## src/rtl/mem_wb_stage.sv

```systemverilog
// ============================================================================
// mem_wb_stage
//
// Memory / writeback pipeline stage. Accepts one op at a time from the
// execute stage. ALU ops go straight to writeback on the following cycle.
// Loads and stores first perform a memory handshake, holding the request
// until mem_ack. A load then writes back the data returned by memory.
// A request that waits too long is aborted and raises a sticky error.
//
// Parameters
//   W        datapath width
//   D        register-address width
//   TIMEOUT  maximum cycles spent in MEM waiting for mem_ack (must be >= 1)
//
// Ports
//   CLK, RST_N       rising-edge clock, asynchronous active-low reset
//   in_valid/ready   op handshake from the execute stage
//   in_waddr         destination register
//   in_alu           ALU result
//   in_is_load/store op kind (both set is illegal and is dropped)
//   in_addr/in_sdata memory address and store data
//   mem_req/we       memory request strobe and direction (1 = store)
//   mem_addr/wdata   request address and store data, stable while in MEM
//   mem_ack/rdata    completion strobe and load data
//   wb_write_en      single-cycle register-file write strobe
//   wb_waddr         register-file write address
//   wb_data_alu/mem  candidate writeback values
//   wb_data_source   1 selects wb_data_mem
//   err              sticky error (illegal op or memory timeout)
// ============================================================================
module mem_wb_stage #(
    parameter int W       = 8,
    parameter int D       = 4,
    parameter int TIMEOUT = 15
) (
    input  logic         CLK,
    input  logic         RST_N,
    input  logic         in_valid,
    output logic         in_ready,
    input  logic [D-1:0] in_waddr,
    input  logic [W-1:0] in_alu,
    input  logic         in_is_load,
    input  logic         in_is_store,
    input  logic [W-1:0] in_addr,
    input  logic [W-1:0] in_sdata,
    output logic         mem_req,
    output logic         mem_we,
    output logic [W-1:0] mem_addr,
    output logic [W-1:0] mem_wdata,
    input  logic         mem_ack,
    input  logic [W-1:0] mem_rdata,
    output logic         wb_write_en,
    output logic [D-1:0] wb_waddr,
    output logic [W-1:0] wb_data_alu,
    output logic [W-1:0] wb_data_mem,
    output logic         wb_data_source,
    output logic         err
);

    localparam int CW = $clog2(TIMEOUT + 1);

    typedef enum logic {
        IDLE = 1'b0,
        MEM  = 1'b1
    } state_t;

    state_t         state_reg;
    logic [CW-1:0]  wait_cnt_reg;
    logic           mem_req_reg;
    logic           mem_we_reg;
    logic [W-1:0]   mem_addr_reg;
    logic [W-1:0]   mem_wdata_reg;
    logic [D-1:0]   pend_waddr_reg;
    logic           wb_write_en_reg;
    logic [D-1:0]   wb_waddr_reg;
    logic [W-1:0]   wb_data_alu_reg;
    logic [W-1:0]   wb_data_mem_reg;
    logic           wb_data_source_reg;
    logic           err_reg;

    logic           accept;
    logic           last_wait;

    assign in_ready = (state_reg == IDLE);
    assign accept   = in_valid && in_ready;

    // The counter holds the number of ack-less MEM cycles already elapsed,
    // so a miss in this cycle is the TIMEOUT-th one and ends the wait.
    assign last_wait = (wait_cnt_reg == CW'(TIMEOUT - 1));

    always_ff @(posedge CLK or negedge RST_N) begin
        if (!RST_N) begin
            state_reg          <= IDLE;
            wait_cnt_reg       <= '0;
            mem_req_reg        <= 1'b0;
            mem_we_reg         <= 1'b0;
            mem_addr_reg       <= '0;
            mem_wdata_reg      <= '0;
            pend_waddr_reg     <= '0;
            wb_write_en_reg    <= 1'b0;
            wb_waddr_reg       <= '0;
            wb_data_alu_reg    <= '0;
            wb_data_mem_reg    <= '0;
            wb_data_source_reg <= 1'b0;
            err_reg            <= 1'b0;
        end else begin
            // Write strobe is a pulse; the data/address registers hold.
            wb_write_en_reg <= 1'b0;

            case (state_reg)
                IDLE: begin
                    // mem_ack is deliberately not looked at here.
                    if (accept) begin
                        if (in_is_load && in_is_store) begin
                            err_reg <= 1'b1;
                        end else if (in_is_load || in_is_store) begin
                            state_reg      <= MEM;
                            wait_cnt_reg   <= '0;
                            mem_req_reg    <= 1'b1;
                            mem_we_reg     <= in_is_store;
                            mem_addr_reg   <= in_addr;
                            mem_wdata_reg  <= in_sdata;
                            pend_waddr_reg <= in_waddr;
                        end else begin
                            wb_write_en_reg    <= (in_waddr != '0);
                            wb_waddr_reg       <= in_waddr;
                            wb_data_alu_reg    <= in_alu;
                            wb_data_source_reg <= 1'b0;
                        end
                    end
                end

                MEM: begin
                    if (mem_ack) begin
                        state_reg   <= IDLE;
                        mem_req_reg <= 1'b0;
                        if (!mem_we_reg) begin
                            wb_write_en_reg    <= (pend_waddr_reg != '0);
                            wb_waddr_reg       <= pend_waddr_reg;
                            wb_data_mem_reg    <= mem_rdata;
                            wb_data_source_reg <= 1'b1;
                        end
                    end else begin
                        wait_cnt_reg <= wait_cnt_reg + 1'b1;
                        if (last_wait) begin
                            state_reg   <= IDLE;
                            mem_req_reg <= 1'b0;
                            err_reg     <= 1'b1;
                        end
                    end
                end

                default: state_reg <= IDLE;
            endcase
        end
    end

    assign mem_req        = mem_req_reg;
    assign mem_we         = mem_we_reg;
    assign mem_addr       = mem_addr_reg;
    assign mem_wdata      = mem_wdata_reg;
    assign wb_write_en    = wb_write_en_reg;
    assign wb_waddr       = wb_waddr_reg;
    assign wb_data_alu    = wb_data_alu_reg;
    assign wb_data_mem    = wb_data_mem_reg;
    assign wb_data_source = wb_data_source_reg;
    assign err            = err_reg;

endmodule

```

## config.mk

```make
export PLATFORM = sky130hd
export DESIGN_NAME = mem_wb_stage
export DESIGN_NICKNAME = d
export VERILOG_FILES = /design/src/rtl/mem_wb_stage.sv
export SDC_FILE = /design/constraint.sdc
export NUM_CORES = 1
export LEC_CHECK = 0
export CORE_MARGIN = 8
export CORE_UTILIZATION = 43
export DETAILED_ROUTE_END_ITERATION = 6
export GPL_ROUTABILITY_DRIVEN = 0
export PLACE_DENSITY = 0.82
export SYNTH_ARGS = -nofsm -noshare
export SYNTH_HDL_FRONTEND = slang
export SYNTH_SLANG_ARGS = --single-unit
```

## constraint.sdc

```tcl
create_clock -name CLK -period 1.8 [get_ports CLK]
set_input_delay 0.54 -clock CLK [delete_from_list [all_inputs] [get_ports CLK]]
set_output_delay 0.54 -clock CLK [all_outputs]
set_load 0.02 [all_outputs]
```

==> flow_metrics.env <==
export IMPL_holdWs_ns=0.209
export IMPL_fin_crit_sh_pct=94.6
export IMPL_antenna_left=0
export IMPL_relSlewSlack_pct=81.2
export IMPL_vdd_ir_drop_worst_mv=0.690
export IMPL_yosys_warnings=0
export IMPL_drv_cap=0
export IMPL_crit_required_ns=1.99
export IMPL_fp_dieH_um=86.0
export IMPL_ys_top_cells_by_area="dfrtp_1 59%, mux2_2 24%, ha_1 3.0%"
export IMPL_switching_share_pct=34.4
export IMPL_fp_dieW_um=86.0
export IMPL_ys_ff_latch=50
export IMPL_finalMaxSlewViolations=0
export IMPL_grt_max_degree=51
export IMPL_n_antenna_cell=0
export IMPL_stdcell_count=311
export IMPL_rows=25
export IMPL_synthArstFlopShare_pct=100
export IMPL_setup_viol=0
export IMPL_overflow=0
export IMPL_status="completed"
export IMPL_clkPwrFrac_pct=17.1
export IMPL_synth_most_common_cell="dfrtp_1"
export IMPL_final_cell_area_sq_um=3200
export IMPL_dieArea_sq_um=7390
export IMPL_place_inst=300
export IMPL_num_vias=1467
export IMPL_synth_fp_nets=189
export IMPL_startpoint="in_is_store"
export IMPL_n_fill_cell=351
export IMPL_clk_pin_slew_worst_paths_ns=0.09
export IMPL_synth_top_area_cell="dfrtp_1"
export IMPL_synth_edff_count=0
export IMPL_worst_slew_pin_slew_ns=0.279
export IMPL_cp_max_fo=10
export IMPL_cp_arrival_ns=1.90
export IMPL_initial_core_util_pct=44.6
export IMPL_vias_per_cell=4.72
export IMPL_final_nets=290
export IMPL_cts_hold_buf=0
export IMPL_clock_fmax_mhz=587
export IMPL_core_sq_um=4720
export IMPL_area_delta_synth_final_pct=52.3
export IMPL_cts_max_level=2
export IMPL_yosysUniqueCellTypes=30
export IMPL_cts_root_buffer_cell="clkbuf_8"
export IMPL_cts_path_max_buffers=2
export IMPL_io_buffers=83
export IMPL_p_switching_uw=1300
export IMPL_netlist_area_sq_um=2100
export IMPL_ioPinCount=84
export IMPL_fin_crit_ns=1.70
export IMPL_hp_class="in2async"
export IMPL_p_leak_uw=0.00144
export IMPL_dp_final_hpwl_um=3710
export IMPL_drcViolationCount=0
export IMPL_grt_pass1_wl_um=8260
export IMPL_synth_top_area_share_pct=59.5
export IMPL_startpoint_type="input pin"
export IMPL_firstDrtPassIters=2
export IMPL_pwr_share_seq_pct=43.5
export IMPL_rsz0062_at_grt="no"
export IMPL_antenna_found_initial=0
export IMPL_cts_buffers=5
export IMPL_hold_viol=0
export IMPL_synth_common_cells="50 x dfrtp_1, 44 x mux2_2, 5 x ha_1, 5 x inv_1, 4 x nand3_1"
export IMPL_p_comb_share_pct=39.4
export IMPL_wl_per_cell_um=15.9
export IMPL_track_usage_pct=14.2
export IMPL_path_class="in2reg"
export IMPL_dpl_cell_area_sq_um=3100
export IMPL_power_density_nw_per_um2=1180
export IMPL_clock_sinks=50
export IMPL_reg2reg_from="state_reg$_DFF_PN0_"
export IMPL_synth_main_ff_cell="dfrtp_1"
export IMPL_cp_end_kind="flop"
export IMPL_p_int_uw=2470
export IMPL_clk_latency_ns=0.30
export IMPL_rr_worst_depth=6
export IMPL_drive_gt1_share_pct=32.0
export IMPL_cts_tree="done"
export IMPL_synth_cells=142
export IMPL_seq_area_frac_synth_pct=59.5
export IMPL_first_global_vias=1621
export IMPL_synth_avg_cell_area_sq_um=14.8
export IMPL_drt_first_iter_violations=89
export IMPL_wirelength_um=4940
export IMPL_skew_ns=0.00835
==> layout make-up <==
class                           count  area [sq um]  area share [%]
Timing Repair Buffer               98           942            29.4
Inverter                            5          18.8           0.586
Clock buffer                        5          68.8            2.15
Multi-Input combinational cell     83           818            25.5
Tap cell                           67          83.8            2.62
Clock inverter                      3          21.3           0.664
Sequential cell                    50          1250            39.0
==> through the flow <==
step	setup slack [ns]	TNS, ns	total power [uW]	util (%)
finish	0.0963	0	3770	67.8
detailed placement	-0.499	-16.25	3380	65.6
floorplan	0.116	0	2490	-
global placement	-0.441	-14.53	3340	65.6
global route	0.0301	0	3990	67.8
CTS	0.00447	0	3830	67.7
==> logic make-up (layout without fill, tap and decap cells) <==
| group | Yosys count | after routing | share of synthesized area (%) |
|---|---|---|---|
| buffers and inverters | 9 | 111 | 2.38 |
| multiplexers | 45 | 45 | 24.1 |
| AO/OA/AOI/OAI | 12 | 12 | 3.69 |
| flip-flops | 50 | 50 | 59.5 |
| adder cells (fa/ha/maj) | 5 | 5 | 2.97 |
| AND/OR/NAND/NOR | 20 | 20 | 7.02 |
| XOR/XNOR | 1 | 1 | 0.416 |
==> power by group through the flow <==
stage | logic, uW | registers (uW) | clock network, uW
after floorplan | 443 | 2040 | 0
after global routing | 1590 | 1690 | 718
after detailed placement | 1700 | 1680 | 0
final | 1480 | 1640 | 645
after CTS | 1510 | 1640 | 671
after global placement | 1680 | 1670 | 0
==> critical path, cell delays in order <==
cell and delay (ns):
dlygate4sd2_1 0.27, inv_2 0.07, ha_4 0.17, nor3_4 0.24, buf_6 0.15, buf_16 0.12, mux2_2 0.32
==> cell usage in the layout (no fill, tap or decap), types with 2 or more instances in the layout <==
cell,instances
a21oi_1,2
nand3b_1,3
buf_12,2
o21ai_1,2
dlygate4sd2_1,43
clkbuf_8,5
inv_2,2
nor4_1,2
mux2_2,44
dlymetal6s2s_1,2
buf_6,2
buf_4,10
inv_1,3
ha_1,3
clkdlybuf4s50_1,37
nand3_1,4
o21ai_0,3
dfrtp_1,50
nor3_1,2
==> worst paths after layout <==
kind                                                  to  slack (ns)
hold reg to reg               wb_data_source$_DFFE_PN0P_        0.49
hold / removal                   mem_addr[1]$_DFFE_PN0P_        0.21
setup reg to reg           pend_waddr_reg[2]$_DFFE_PN0P_        0.16
setup / recovery           pend_waddr_reg[2]$_DFFE_PN0P_         0.1
min in group CLK              wb_data_source$_DFFE_PN0P_        0.49
max in group asynchronous     wb_data_alu[0]$_DFFE_PN0P_        1.37
==> repair_timing <==
action | 4_1_cts | 5_1_grt
hold endpoints to repair | 0 | 0
resized for setup | 50 | 3
cloned | 1 | 0
buffers inserted | 2 | 0
endpoints found under the setup margin | 76 | 22
pin swaps | 2 | 1
==> per-layer routing <==
| layer | up-vias | wire length [um] | track usage [%] |
|---|---|---|---|
| met5 | - | 0 | 0 |
| met4 | 0 | 57 | 4.78 |
| met3 | 4 | 224 | 4.68 |
| met2 | 27 | 2630 | 24.1 |
| met1 | 728 | 2040 | 16.4 |
| li1 | 708 | - | - |
No activity file was read; power rests on OpenSTA's default activity.
